File: config.mk
export PLATFORM = sky130hd
export DESIGN_NAME = video_timing_gen
export DESIGN_NICKNAME = d
export VERILOG_FILES = /design/src/rtl/video_timing_pkg.sv /design/src/rtl/video_axis_counter.sv /design/src/rtl/video_timing_gen.sv
export SDC_FILE = /design/constraint.sdc
export NUM_CORES = 1
export LEC_CHECK = 0
export ABC_CLOCK_PERIOD_IN_PS = 2000
export CORE_MARGIN = 1
export CORE_UTILIZATION = 47
export DETAILED_ROUTE_END_ITERATION = 10
export MAX_ROUTING_LAYER = met4
export PLACE_DENSITY_LB_ADDON = 0.2
export SLEW_MARGIN = 20
export SYNTH_ARGS = -nofsm -noshare
export SYNTH_HDL_FRONTEND = slang
export SYNTH_SLANG_ARGS = --single-unit
File: constraint.sdc
create_clock -name i_clk -period 2 [get_ports i_clk]
set_input_delay 0.5 -clock i_clk [delete_from_list [all_inputs] [get_ports i_clk]]
set_output_delay 0.5 -clock i_clk [all_outputs]
set_load 0.02 [all_outputs]
File: src/rtl/video_timing_pkg.sv
// Shared mode presets, sync polarity constants and axis flag bundle for the
// raster timing generator.
package video_timing_pkg;

    localparam bit POL_LOW  = 1'b0;
    localparam bit POL_HIGH = 1'b1;

    // 640x480@60 with 8-pixel/8-line borders
    localparam int VGA640_H_VISIBLE      = 640;
    localparam int VGA640_H_RIGHT_BORDER = 8;
    localparam int VGA640_H_FRONT_PORCH  = 8;
    localparam int VGA640_H_SYNC_TIME    = 96;
    localparam int VGA640_H_BACK_PORCH   = 40;
    localparam int VGA640_H_LEFT_BORDER  = 8;
    localparam int VGA640_V_VISIBLE      = 480;
    localparam int VGA640_V_BOTTOM_BORDER = 8;
    localparam int VGA640_V_FRONT_PORCH  = 2;
    localparam int VGA640_V_SYNC_TIME    = 2;
    localparam int VGA640_V_BACK_PORCH   = 25;
    localparam int VGA640_V_TOP_BORDER   = 8;

    typedef struct packed {
        logic sync;
        logic blank;
        logic border;
        logic start;
    } axis_flags_t;

    // A counter of width w holds 0..total-1 exactly when total <= 2**w.
    function automatic bit width_ok(input int total, input int w);
        return $clog2(total) <= w;
    endfunction

endpackage

File: src/rtl/video_axis_counter.sv
// One raster axis: wrapping position counter advanced by step, plus registered
// sync/blank/border/start decode aligned with the registered position.
module video_axis_counter
    import video_timing_pkg::*;
#(
    parameter int VISIBLE      = 640,
    parameter int TRAIL_BORDER = 8,
    parameter int FRONT_PORCH  = 8,
    parameter int SYNC_TIME    = 96,
    parameter int BACK_PORCH   = 40,
    parameter int LEAD_BORDER  = 8,
    parameter bit POL          = POL_LOW,
    parameter int W            = 10
) (
    input  logic         clk,
    input  logic         rst_n,
    input  logic         step,
    output logic         wrap,
    output logic [W-1:0] pos,
    output axis_flags_t  flags
);

    localparam int BLANK_START = VISIBLE + TRAIL_BORDER;
    localparam int SYNC_START  = BLANK_START + FRONT_PORCH;
    localparam int SYNC_END    = SYNC_START + SYNC_TIME;
    localparam int TOTAL       = SYNC_END + BACK_PORCH + LEAD_BORDER;
    localparam int LEAD_START  = TOTAL - LEAD_BORDER;

    generate
        if (!width_ok(TOTAL, W) || SYNC_TIME == 0) begin : g_bad_cfg
            $error("video_axis_counter: TOTAL-1 does not fit W bits or SYNC_TIME is zero");
        end
    endgenerate

    logic [W-1:0] cnt;
    logic [31:0]  cnt32;

    // Decode at 32 bits so boundaries equal to 2**W cannot alias to zero.
    assign cnt32 = 32'(cnt);
    assign wrap  = (cnt == W'(TOTAL - 1));

    always_ff @(posedge clk) begin
        if (!rst_n) begin
            cnt          <= '0;
            pos          <= '0;
            flags.sync   <= ~POL;
            flags.blank  <= 1'b1;
            flags.border <= 1'b0;
            flags.start  <= 1'b0;
        end else begin
            if (step) begin
                cnt <= wrap ? '0 : cnt + W'(1);
            end
            pos          <= cnt;
            flags.sync   <= (cnt32 >= SYNC_START && cnt32 < SYNC_END) ? POL : ~POL;
            flags.blank  <= (cnt32 >= VISIBLE);
            flags.border <= (cnt32 >= VISIBLE && cnt32 < BLANK_START) ||
                            (LEAD_BORDER != 0 && cnt32 >= LEAD_START);
            flags.start  <= (cnt == '0);
        end
    end

endmodule

File: src/rtl/video_timing_gen.sv
// Raster timing generator: horizontal and vertical axis counters combined into
// sync, blank, border, display-enable, line/frame strobes and a frame counter.
module video_timing_gen
    import video_timing_pkg::*;
#(
    parameter int H_VISIBLE       = VGA640_H_VISIBLE,
    parameter int H_RIGHT_BORDER  = VGA640_H_RIGHT_BORDER,
    parameter int H_FRONT_PORCH   = VGA640_H_FRONT_PORCH,
    parameter int H_SYNC_TIME     = VGA640_H_SYNC_TIME,
    parameter int H_BACK_PORCH    = VGA640_H_BACK_PORCH,
    parameter int H_LEFT_BORDER   = VGA640_H_LEFT_BORDER,
    parameter int V_VISIBLE       = VGA640_V_VISIBLE,
    parameter int V_BOTTOM_BORDER = VGA640_V_BOTTOM_BORDER,
    parameter int V_FRONT_PORCH   = VGA640_V_FRONT_PORCH,
    parameter int V_SYNC_TIME     = VGA640_V_SYNC_TIME,
    parameter int V_BACK_PORCH    = VGA640_V_BACK_PORCH,
    parameter int V_TOP_BORDER    = VGA640_V_TOP_BORDER,
    parameter bit H_SYNC_POL      = POL_LOW,
    parameter bit V_SYNC_POL      = POL_LOW,
    parameter int HPOS_W          = 10,
    parameter int VPOS_W          = 10,
    parameter int FRAME_W         = 8
) (
    input  logic               i_clk,
    input  logic               i_rst_n,
    output logic               o_hsync,
    output logic               o_vsync,
    output logic               o_hblank,
    output logic               o_vblank,
    output logic               o_display_on,
    output logic               o_border,
    output logic               o_line_start,
    output logic               o_frame_start,
    output logic [HPOS_W-1:0]  o_hpos,
    output logic [VPOS_W-1:0]  o_vpos,
    output logic [FRAME_W-1:0] o_frame
);

    logic        h_wrap;
    logic        v_wrap;
    logic        origin_next;
    axis_flags_t h_flags;
    axis_flags_t v_flags;

    video_axis_counter #(
        .VISIBLE(H_VISIBLE), .TRAIL_BORDER(H_RIGHT_BORDER), .FRONT_PORCH(H_FRONT_PORCH),
        .SYNC_TIME(H_SYNC_TIME), .BACK_PORCH(H_BACK_PORCH), .LEAD_BORDER(H_LEFT_BORDER),
        .POL(H_SYNC_POL), .W(HPOS_W)
    ) u_h_axis (
        .clk(i_clk), .rst_n(i_rst_n), .step(1'b1),
        .wrap(h_wrap), .pos(o_hpos), .flags(h_flags)
    );

    video_axis_counter #(
        .VISIBLE(V_VISIBLE), .TRAIL_BORDER(V_BOTTOM_BORDER), .FRONT_PORCH(V_FRONT_PORCH),
        .SYNC_TIME(V_SYNC_TIME), .BACK_PORCH(V_BACK_PORCH), .LEAD_BORDER(V_TOP_BORDER),
        .POL(V_SYNC_POL), .W(VPOS_W)
    ) u_v_axis (
        .clk(i_clk), .rst_n(i_rst_n), .step(h_wrap),
        .wrap(v_wrap), .pos(o_vpos), .flags(v_flags)
    );

    // origin_next marks that the pixel presented at the next edge is (0,0) of a
    // continuing raster; it stays clear after reset so the first frame is 0.
    always_ff @(posedge i_clk) begin
        if (!i_rst_n) begin
            origin_next <= 1'b0;
            o_frame     <= '0;
        end else begin
            origin_next <= h_wrap && v_wrap;
            if (origin_next) begin
                o_frame <= o_frame + FRAME_W'(1);
            end
        end
    end

    assign o_hsync       = h_flags.sync;
    assign o_vsync       = v_flags.sync;
    assign o_hblank      = h_flags.blank;
    assign o_vblank      = v_flags.blank;
    assign o_display_on  = ~h_flags.blank & ~v_flags.blank;
    assign o_border      = h_flags.border | v_flags.border;
    assign o_line_start  = h_flags.start;
    assign o_frame_start = h_flags.start & v_flags.start;

endmodule

# [Word-level counts from Yosys, hierarchy flattened]
# Cells that the tools add are included.
[totals] ff_bits=57 input_bits=2 out_inout_bits=36 word_cells=48
[op_classes] add_sub_neg=3 n_lt_le_gt_ge=10 n_eq_ne=2 n_mux=3 n_bitwise=6 n_reduce_logical=10
[ops] cell="10-bit >= comparator (second input constant)" count=4
[ops] cell="10-bit by 1-bit adder with 10-bit output (second input constant)" count=2
[ops] cell="10-bit equality test (second input constant)" count=2
[ops] cell="10-bit by 9-bit >= comparator with 1-bit output (second input constant)" count=2
[ops] cell="10-bit zero test" count=2
[ops] cell="10-bit less-than comparator (second input constant)" count=2
[ops] cell="10-bit by 9-bit less-than comparator with 1-bit output (second input constant)" count=2
[ops] cell="10-bit 2-to-1 mux" count=1
[ops] cell="8-bit by 1-bit adder with 8-bit output (second input constant)" count=1
[ops] cell="1-bit logical AND" count=5
[ops] cell="1-bit inverter" count=3
[ops] cell="1-bit AND" count=2
[ops] cell="1-bit logical OR" count=2
[ops] cell="1-bit 2-to-1 mux" count=2
[ops] cell="2-bit OR reduction" count=1
[ops] cell="1-bit OR" count=1

# [Longest topological paths before layout]
# Gate-level depths: netlist (run 1).
[logic_depth] ltp_word=3 depth_mapped=6 mapped_depth_nobuf=6

# [Modules after synthesis]
# A second synthesis (run 1) with hierarchy kept.
[hier_totals] cells_unflattened=239 area_unflattened_um2=2356.0
[modules_own_cells] mod="video_axis_counter at u_v_axis" instances=1 cells_per_inst=98 area_per_inst_um2=987.2 seq_area_each_um2=480.5
[modules_own_cells] mod="video_axis_counter at u_h_axis" instances=1 cells_per_inst=98 area_per_inst_um2=963.4 seq_area_each_um2=480.5
[modules_own_cells] mod="video_timing_gen" instances=1 cells_per_inst=43 area_per_inst_um2=405.4 seq_area_each_um2=180.2

# [Worst setup path before layout (run 1)]
# OpenSTA, ideal clock, no wires.
[synth_path] kind="reg2reg" from="reg u_h_axis.cnt[0]" to="reg u_v_axis.cnt[8]" setup_time_ns=0.071 arrival_ns=1.950 t_required_ns=1.929 path_slack_ns=-0.021 path_stages_with_launch=7 n_path_buf=1 synth_period_minus_slack_ns=2.021 path_cell_list="dfxtp_1 ha_1 nand3_1 or4_4 buf_6 or4_1 a21oi_1"
[synth_between] elab_chain_len=1
[synth_rtl] item="start, declared" line_no="video_axis_counter.sv:35" source="logic [W-1:0] cnt;"
[synth_rtl] item="start signal, assigned" line_no="video_axis_counter.sv:52" source="cnt <= wrap ? '0 : cnt + W'(1);"
[synth_rtl] item="10-bit equality test" line_no="video_axis_counter.sv:40" source="assign wrap = (cnt == W'(TOTAL - 1));"
[synth_rtl] item="end signal, assigned" line_no="video_axis_counter.sv:52"
[synth_rtl] item="end, declared" line_no="video_axis_counter.sv:35"
# No other way between the ends.
# A chain may end at the register's enable or synchronous reset.

# [Worst setup path after layout (run 1)]
[layout_path] from="reg u_h_axis.cnt[6]" to="reg u_v_axis.cnt[6]"
# The elaborated chain is that of the path after synthesis.

==> results of run 1 <==
## flip-flops by register name, indices dropped and copies added (netlist names)
register and flops:
u_h_axis.cnt 10, u_v_axis.pos 10, origin_next 1, u_h_axis.flags 4, u_h_axis.pos 10, o_frame 8
u_v_axis.flags 4, u_v_axis.cnt 10
## per-layer routing
layer / up-vias / track usage (%) / share of wire [%]
li1: 904 / - / -
met3: 7 / 4.36 / 5.1
met4: 0 / 12.6 / 1.0
met1: 816 / 25.1 / 50
met5: - / - / 0
met2: 50 / 26.7 / 44
## logic make-up after synthesis
family | after synthesis | share of synthesized area, %
AO/OA/AOI/OAI | 23 | 6.30
multiplexers | 2 | 0.877
adder cells (fa/ha/maj) | 7 | 3.84
buffers and inverters | 21 | 6.85
AND/OR/NAND/NOR | 108 | 26.0
flip-flops | 57 | 50.0
XOR/XNOR | 16 | 6.14
## area by class of cell
class | count | area (um2)
fill | 361 | 1450
clock inverter | 6 | 130
sequential | 57 | 1150
clock buffer | 10 | 128
tap | 52 | 65.1
timing repair buffer | 58 | 548
multi-input combinational | 156 | 1010
inverter | 9 | 33.8
## repair_timing
action,4_1_cts,5_1_grt
setup buffers,0,7
hold buffers,0,0
gates resized for setup,0,11
setup endpoints to repair,2,3
pin swaps,1,5
## per-stage QoR
stage / std cells / hold slack [ns] / power, mW / instance area (um2)
floorplan: 234 / 0.416 / 1.23 / 2290
detailed placement: 325 / 0.438 / 1.27 / 2710
CTS: 341 / 0.446 / 2.66 / 2960
finish: 348 / 0.449 / 2.62 / 3060
global placement: 325 / 0.426 / 1.27 / 2710
global route: 348 / 0.462 / 2.72 / 3060
## power by group through the flow
stage | combinational [mW] | sequential [mW] | clock (mW)
2_1_floorplan | 0.0345 | 1.19 | 0
3_3_place_gp | 0.0871 | 1.18 | 0
3_5_place_dp | 0.0866 | 1.18 | 0
4_1_cts | 0.0867 | 1.16 | 1.41
5_1_grt | 0.101 | 1.16 | 1.46
6_report | 0.0906 | 1.15 | 1.38
## cell usage after synthesis, types with 2 or more instances
cell                       number
sky130_fd_sc_hd__dfxtp_1       57
sky130_fd_sc_hd__nor2_1        30
sky130_fd_sc_hd__nand2_1       15
sky130_fd_sc_hd__and2_1        13
sky130_fd_sc_hd__nand3_1       12
sky130_fd_sc_hd__a21oi_1        9
sky130_fd_sc_hd__inv_1          9
sky130_fd_sc_hd__xor2_1         9
sky130_fd_sc_hd__o21ai_0        8
sky130_fd_sc_hd__ha_1           7
sky130_fd_sc_hd__nand4_1        7
sky130_fd_sc_hd__xnor2_1        7
sky130_fd_sc_hd__clkbuf_1       5
sky130_fd_sc_hd__o31ai_1        5
sky130_fd_sc_hd__or4_1          5
sky130_fd_sc_hd__nor4_1         4
sky130_fd_sc_hd__and3_1         3
sky130_fd_sc_hd__clkbuf_8       3
sky130_fd_sc_hd__buf_6          2
sky130_fd_sc_hd__mux2i_1        2
sky130_fd_sc_hd__nor3_1         2
sky130_fd_sc_hd__or3_1          2
## worst max-delay path: stages, from the launching register on
cell and delay, ns:
sky130_fd_sc_hd__dfxtp_4 0.35, sky130_fd_sc_hd__or2_4 0.25, sky130_fd_sc_hd__or4_4 0.58, sky130_fd_sc_hd__buf_6 0.15
sky130_fd_sc_hd__or4_4 0.47, sky130_fd_sc_hd__a21oi_2 0.12
## final timing paths
| path | slack, ns | start | to | cells past startpoint |
|---|---|---|---|---|
| max | 0.01 | u_h_axis.cnt[6] | u_v_axis.cnt[6] | 5 |
| min | 0.45 | u_h_axis.cnt[0] | u_h_axis.cnt[0] | 1 |
| max reg2reg | 0.01 | u_h_axis.cnt[6] | u_v_axis.cnt[6] | 5 |
| min reg2reg | 0.45 | u_h_axis.cnt[0] | u_h_axis.cnt[0] | 1 |
==> flow_summary.json, run 1 <==
{
  "status": "complete, no violations",
  "worst_skew_pair.late_latency_ns": 0.33,
  "numCtsBuffers": 9,
  "slew_violations": 0,
  "vdd.ir_drop.worst_mv": 0.640,
  "detail_route.first_pass.iterations": 4,
  "antenna-diode-count": 0,
  "synthesis.area_um2": 2280,
  "cts_num_sinks": 57,
  "port_buffers": 37,
  "fmax_ghz": 0.503,
  "final-hold-violation-count": 0,
  "final_common_cell": "sky130_fd_sc_hd__dfxtp_1",
  "startpoint_type": "register",
  "layout_common_cells": "sky130_fd_sc_hd__dfxtp_1, sky130_fd_sc_hd__clkdlybuf4s50_1, sky130_fd_sc_hd__nor2_1, sky130_fd_sc_hd__buf_4, sky130_fd_sc_hd__nand2_1",
  "grt_first_pass_wirelength_um": 7210,
  "tritoncts": "built",
  "utilization_pct": 67.9,
  "grt_antenna_before_repair": 0,
  "report.final.setup_viol": 0,
  "power_density_nw_per_um2": 858,
  "residual_drc": 0,
  "worst_slew_margin_relative_to_its_limit_pct": 77.3,
  "power_leakage_nw": 1.22,
  "path_class_of_the_lowest_slack_min_delay_path": "register to register",
  "yosys.cell_types.count": 40,
  "final_critical_path_setup_slack_ns": 0.0127,
  "clockRootBuffer": "sky130_fd_sc_hd__clkbuf_8",
  "design.die.area_um2": 5140,
  "data_arrival_time_of_the_critical_path_ns": 2.25,
  "worst_slew_pin_slew_ns": 0.337,
  "ys_seq_area_share_pct": 50.0,
  "dp_hpwl_um": 2940,
  "timing.critical_path.to_type": "register",
  "cts.clk_slew.worst_paths_ns": 0.06,
  "post_route_cells_drive_above_1_share_pct": 17.2,
  "pre_cts_ws_ns": 0.0109,
  "gr-usage-all-layers_pct": 19.3,
  "fp.dieH_um": 71.7,
  "ios": 38,
  "grt.overflow.total": 0,
  "synth-warning-count": 0,
  "totalWireLength_um": 4380,
  "grt_pass1_vias": 1531,
  "pwr-share-seq_pct": 44.0,
  "antenna_violating_nets_post_route": 0,
  "cts_max_path_buffers": 2,
  "grt_max_degree": 16,
  "wl_per_cell_um": 12.6,
  "synth_top_area_cell": "sky130_fd_sc_hd__dfxtp_1",
  "gp_routability_congestion": 0.851,
  "synth.top_cell.area_share_pct": 50.0,
  "final_critical_path_share_of_the_clock_period_pct": 99.4,
  "grt_setup_unrepaired": "true",
  "clock_tree.htree_level_count": 3,
  "crit_fanout": 5,
  "power.switching_mw": 0.484,
  "synth_area_leaders": "sky130_fd_sc_hd__dfxtp_1, sky130_fd_sc_hd__nor2_1, sky130_fd_sc_hd__ha_1",
  "swShare_pct": 18.4,
  "synth_top_flop_cell": "sky130_fd_sc_hd__dfxtp_1",
  "setup_total_negative_slack_ns": 0,
  "layout_min_cycle_time_ns": 1.99,
  "timing.clock.skew_ns": 0.00591,
  "number_of_flops_mapped_to_enable_cells_by_yosys": 0,
  "cell_internal_pwr_mw": 2.14,
  "comb_power_share_pct": 3.5,
  "start_util_pct": 50.7,
  "timing.setup.critical_path_class": "register to register",
  "worst_ep_required_time_ns": 2.26,
  "route.detailed.vias_per_inst": 5.11,
  "row_count": 24,
  "async_flop_share_pct": 0,
  "synth_seq_cells": 57,
  "syn_avg_cell_area_um2": 9.76,
  "p_clk_share_pct": 52.5,
  "vias": 1777,
  "postSynthCellCount": 234,
  "fp.coreArea_um2": 4500,
  "syn2layout_area_growth_pct": 34.0,
  "net_count_of_the_mapped_netlist": 243,
  "die_width_um": 71.7,
  "drt-initial-drc-count": 144,
  "drv_cap": 0,
  "fin_nets": 300
}
(Power assumes the default switching activity.)
==> run 2, diff against run 1 <==
--- a/config.mk
+++ b/config.mk
@@ -8,6 +8,7 @@
 export ABC_CLOCK_PERIOD_IN_PS = 2000
 export CORE_MARGIN = 1
 export CORE_UTILIZATION = 47
+export CTS_CLUSTER_DIAMETER = 100
 export DETAILED_ROUTE_END_ITERATION = 10
 export MAX_ROUTING_LAYER = met4
 export PLACE_DENSITY_LB_ADDON = 0.2
==> results of run 2 <==
The final DEF is identical to that of run 1; final timing and power are the same.
==> run 3, diff against run 2 <==
--- a/config.mk
+++ b/config.mk
@@ -12,6 +12,8 @@
 export DETAILED_ROUTE_END_ITERATION = 10
 export MAX_ROUTING_LAYER = met4
 export PLACE_DENSITY_LB_ADDON = 0.2
+export RECOVER_POWER = 25
+export SKIP_CTS_REPAIR_TIMING = 1
 export SLEW_MARGIN = 20
 export SYNTH_ARGS = -nofsm -noshare
 export SYNTH_HDL_FRONTEND = slang
==> run 3 against run 2 <==
  * Worst hold slack lost 0.0048 ns
  * Global-route usage is the same
  * Routed wire length grew 1.4%
  * Clock power is essentially flat
  * Sequential power is essentially flat
==> flow_summary.json, run 3 (synthesis results as in run 1) <==
{
  "final_critical_path_share_of_the_clock_period_pct": 97.6,
  "fmax_ghz": 0.512,
  "startpoint_type": "register",
  "crit_fanout": 6,
  "instances_no_fill": 344,
  "setup_total_negative_slack_ns": 0,
  "gr-usage-all-layers_pct": 19.3,
  "grt_antenna_before_repair": 0,
  "fp.dieH_um": 71.7,
  "post_route_cells_drive_above_1_share_pct": 14.0,
  "dp_hpwl_um": 2940,
  "numCtsBuffers": 9,
  "data_arrival_time_of_the_critical_path_ns": 2.21,
  "fillers": 380,
  "antenna-diode-count": 0,
  "fin_nets": 296,
  "cts_max_path_buffers": 2,
  "final_common_cell": "sky130_fd_sc_hd__dfxtp_1",
  "grt_pass1_vias": 1531,
  "totalWireLength_um": 4440,
  "layout_common_cells": "sky130_fd_sc_hd__dfxtp_1, sky130_fd_sc_hd__clkdlybuf4s50_1, sky130_fd_sc_hd__nor2_1, sky130_fd_sc_hd__nand2_1, sky130_fd_sc_hd__buf_4",
  "ios": 38,
  "path_class_of_the_lowest_slack_min_delay_path": "register to register",
  "path_buf_inv": 0,
  "start_util_pct": 50.7,
  "grt_max_degree": 16,
  "status": "complete, no violations",
  "final-hold-violation-count": 0,
  "layout_min_cycle_time_ns": 1.95,
  "power_density_nw_per_um2": 877,
  "cell_chain_of_the_critical_path": "or2_4 > or4_4 > or4_1 > a21oi_2",
  "crit_path_top_delay_cell": "sky130_fd_sc_hd__or4_4",
  "worst_slew_pin_slew_ns": 0.604,
  "post_place_instance_area_um2": 2710,
  "post-place-cells": 325,
  "clockRootBuffer": "sky130_fd_sc_hd__clkbuf_8",
  "drv_cap": 0,
  "crit_path_max_incr_delay_ns": 0.58,
  "power_leakage_nw": 1.18,
  "timing.critical_path.to_type": "register",
  "tritoncts": "built",
  "detail_route.first_pass.iterations": 4,
  "worst_slew_margin_relative_to_its_limit_pct": 59.7,
  "report.final.setup_viol": 0,
  "critical_path.top_delay_family": "simple AND/OR/NAND/NOR gates",
  "residual_drc": 0,
  "grt_first_pass_wirelength_um": 7210,
  "fp.coreArea_um2": 4500,
  "final_area_um2": 2990,
  "port_buffers": 37,
  "slew_violations": 0,
  "timing.setup.critical_path_class": "register to register",
  "totalPowerFinal_mw": 2.62,
  "die_width_um": 71.7,
  "worst_skew_pair.late_latency_ns": 0.33,
  "timing.clock.skew_ns": 0.00607,
  "design.die.area_um2": 5140,
  "drt-initial-drc-count": 142,
  "worst_ep_required_time_ns": 2.26,
  "vias": 1764,
  "route.detailed.vias_per_inst": 5.13,
  "grt.overflow.total": 0,
  "wl_per_cell_um": 12.9,
  "clock_tree.htree_level_count": 3,
  "gp_routability_congestion": 0.851,
  "row_count": 24,
  "antenna_violating_nets_post_route": 0,
  "cts.clk_slew.worst_paths_ns": 0.06,
  "cts_num_sinks": 57,
  "syn2layout_area_growth_pct": 30.7,
  "vdd.ir_drop.worst_mv": 0.639
}
run 3: cell count changes in the layout (fill, tap and decap cells not counted), sizes merged:
cell	change
buf	-8
clkbuf	+3
clkdlybuf4s50	-1
dlygate4sd3	+1
or4	+1
run 3: area by class of cell:
class / count / area [um2] / share of cell area, %
multi-input cells: 157 / 1010 / 33.7
clock buffers: 10 / 128 / 4.27
clock inverters: 6 / 130 / 4.36
inverters: 9 / 33.8 / 1.13
flip-flops and latches: 57 / 1140 / 38.3
repair buffers: 53 / 479 / 16.1
well taps: 52 / 65.1 / 2.18
run 3: worst register-to-register path: stages, from the launching register on:
cell and delay (ns):
sky130_fd_sc_hd__dfxtp_1 0.35, sky130_fd_sc_hd__or2_4 0.27, sky130_fd_sc_hd__or4_4 0.58, sky130_fd_sc_hd__or4_1 0.54
sky130_fd_sc_hd__a21oi_2 0.15
run 3: stage by stage:
step	worst slack, ns	util [%]	hold WS, ns
2_1_floorplan	0.00440	-	0.416
3_3_place_gp	0.0398	60.1	0.426
3_5_place_dp	0.0109	60.1	0.438
4_1_cts	-0.0257	65.8	0.446
5_1_grt	-0.0210	66.3	0.462
6_report	0.0474	66.3	0.445
run 3: per-layer routing:
layer,track usage (%),wire [um],vias up
met5,-,0,-
met3,4.36,246,4
li1,-,-,897
met4,12.6,42,0
met2,26.7,1990,53
met1,25.1,2170,810
run 3: where the power goes:
part | switching (mW) | leakage, nW | internal, mW
clock | 0.431 | 0.130 | 0.949
combinational | 0.0472 | 0.584 | 0.0355
sequential | 0.00643 | 0.462 | 1.15
total | 0.485 | 1.18 | 2.13
run 3: path summary, 6_finish.rpt:
| path | startpoint | endpoint | slack (ns) | depth (start not counted) |
|---|---|---|---|---|
| setup / recovery | u_h_axis.cnt[6] | u_v_axis.cnt[7] | 0.05 | 4 |
| hold / removal | u_h_axis.cnt[0] | u_h_axis.cnt[0] | 0.44 | 1 |
| setup reg to reg | u_h_axis.cnt[6] | u_v_axis.cnt[7] | 0.05 | 4 |
| hold reg to reg | u_h_axis.cnt[0] | u_h_axis.cnt[0] | 0.44 | 1 |
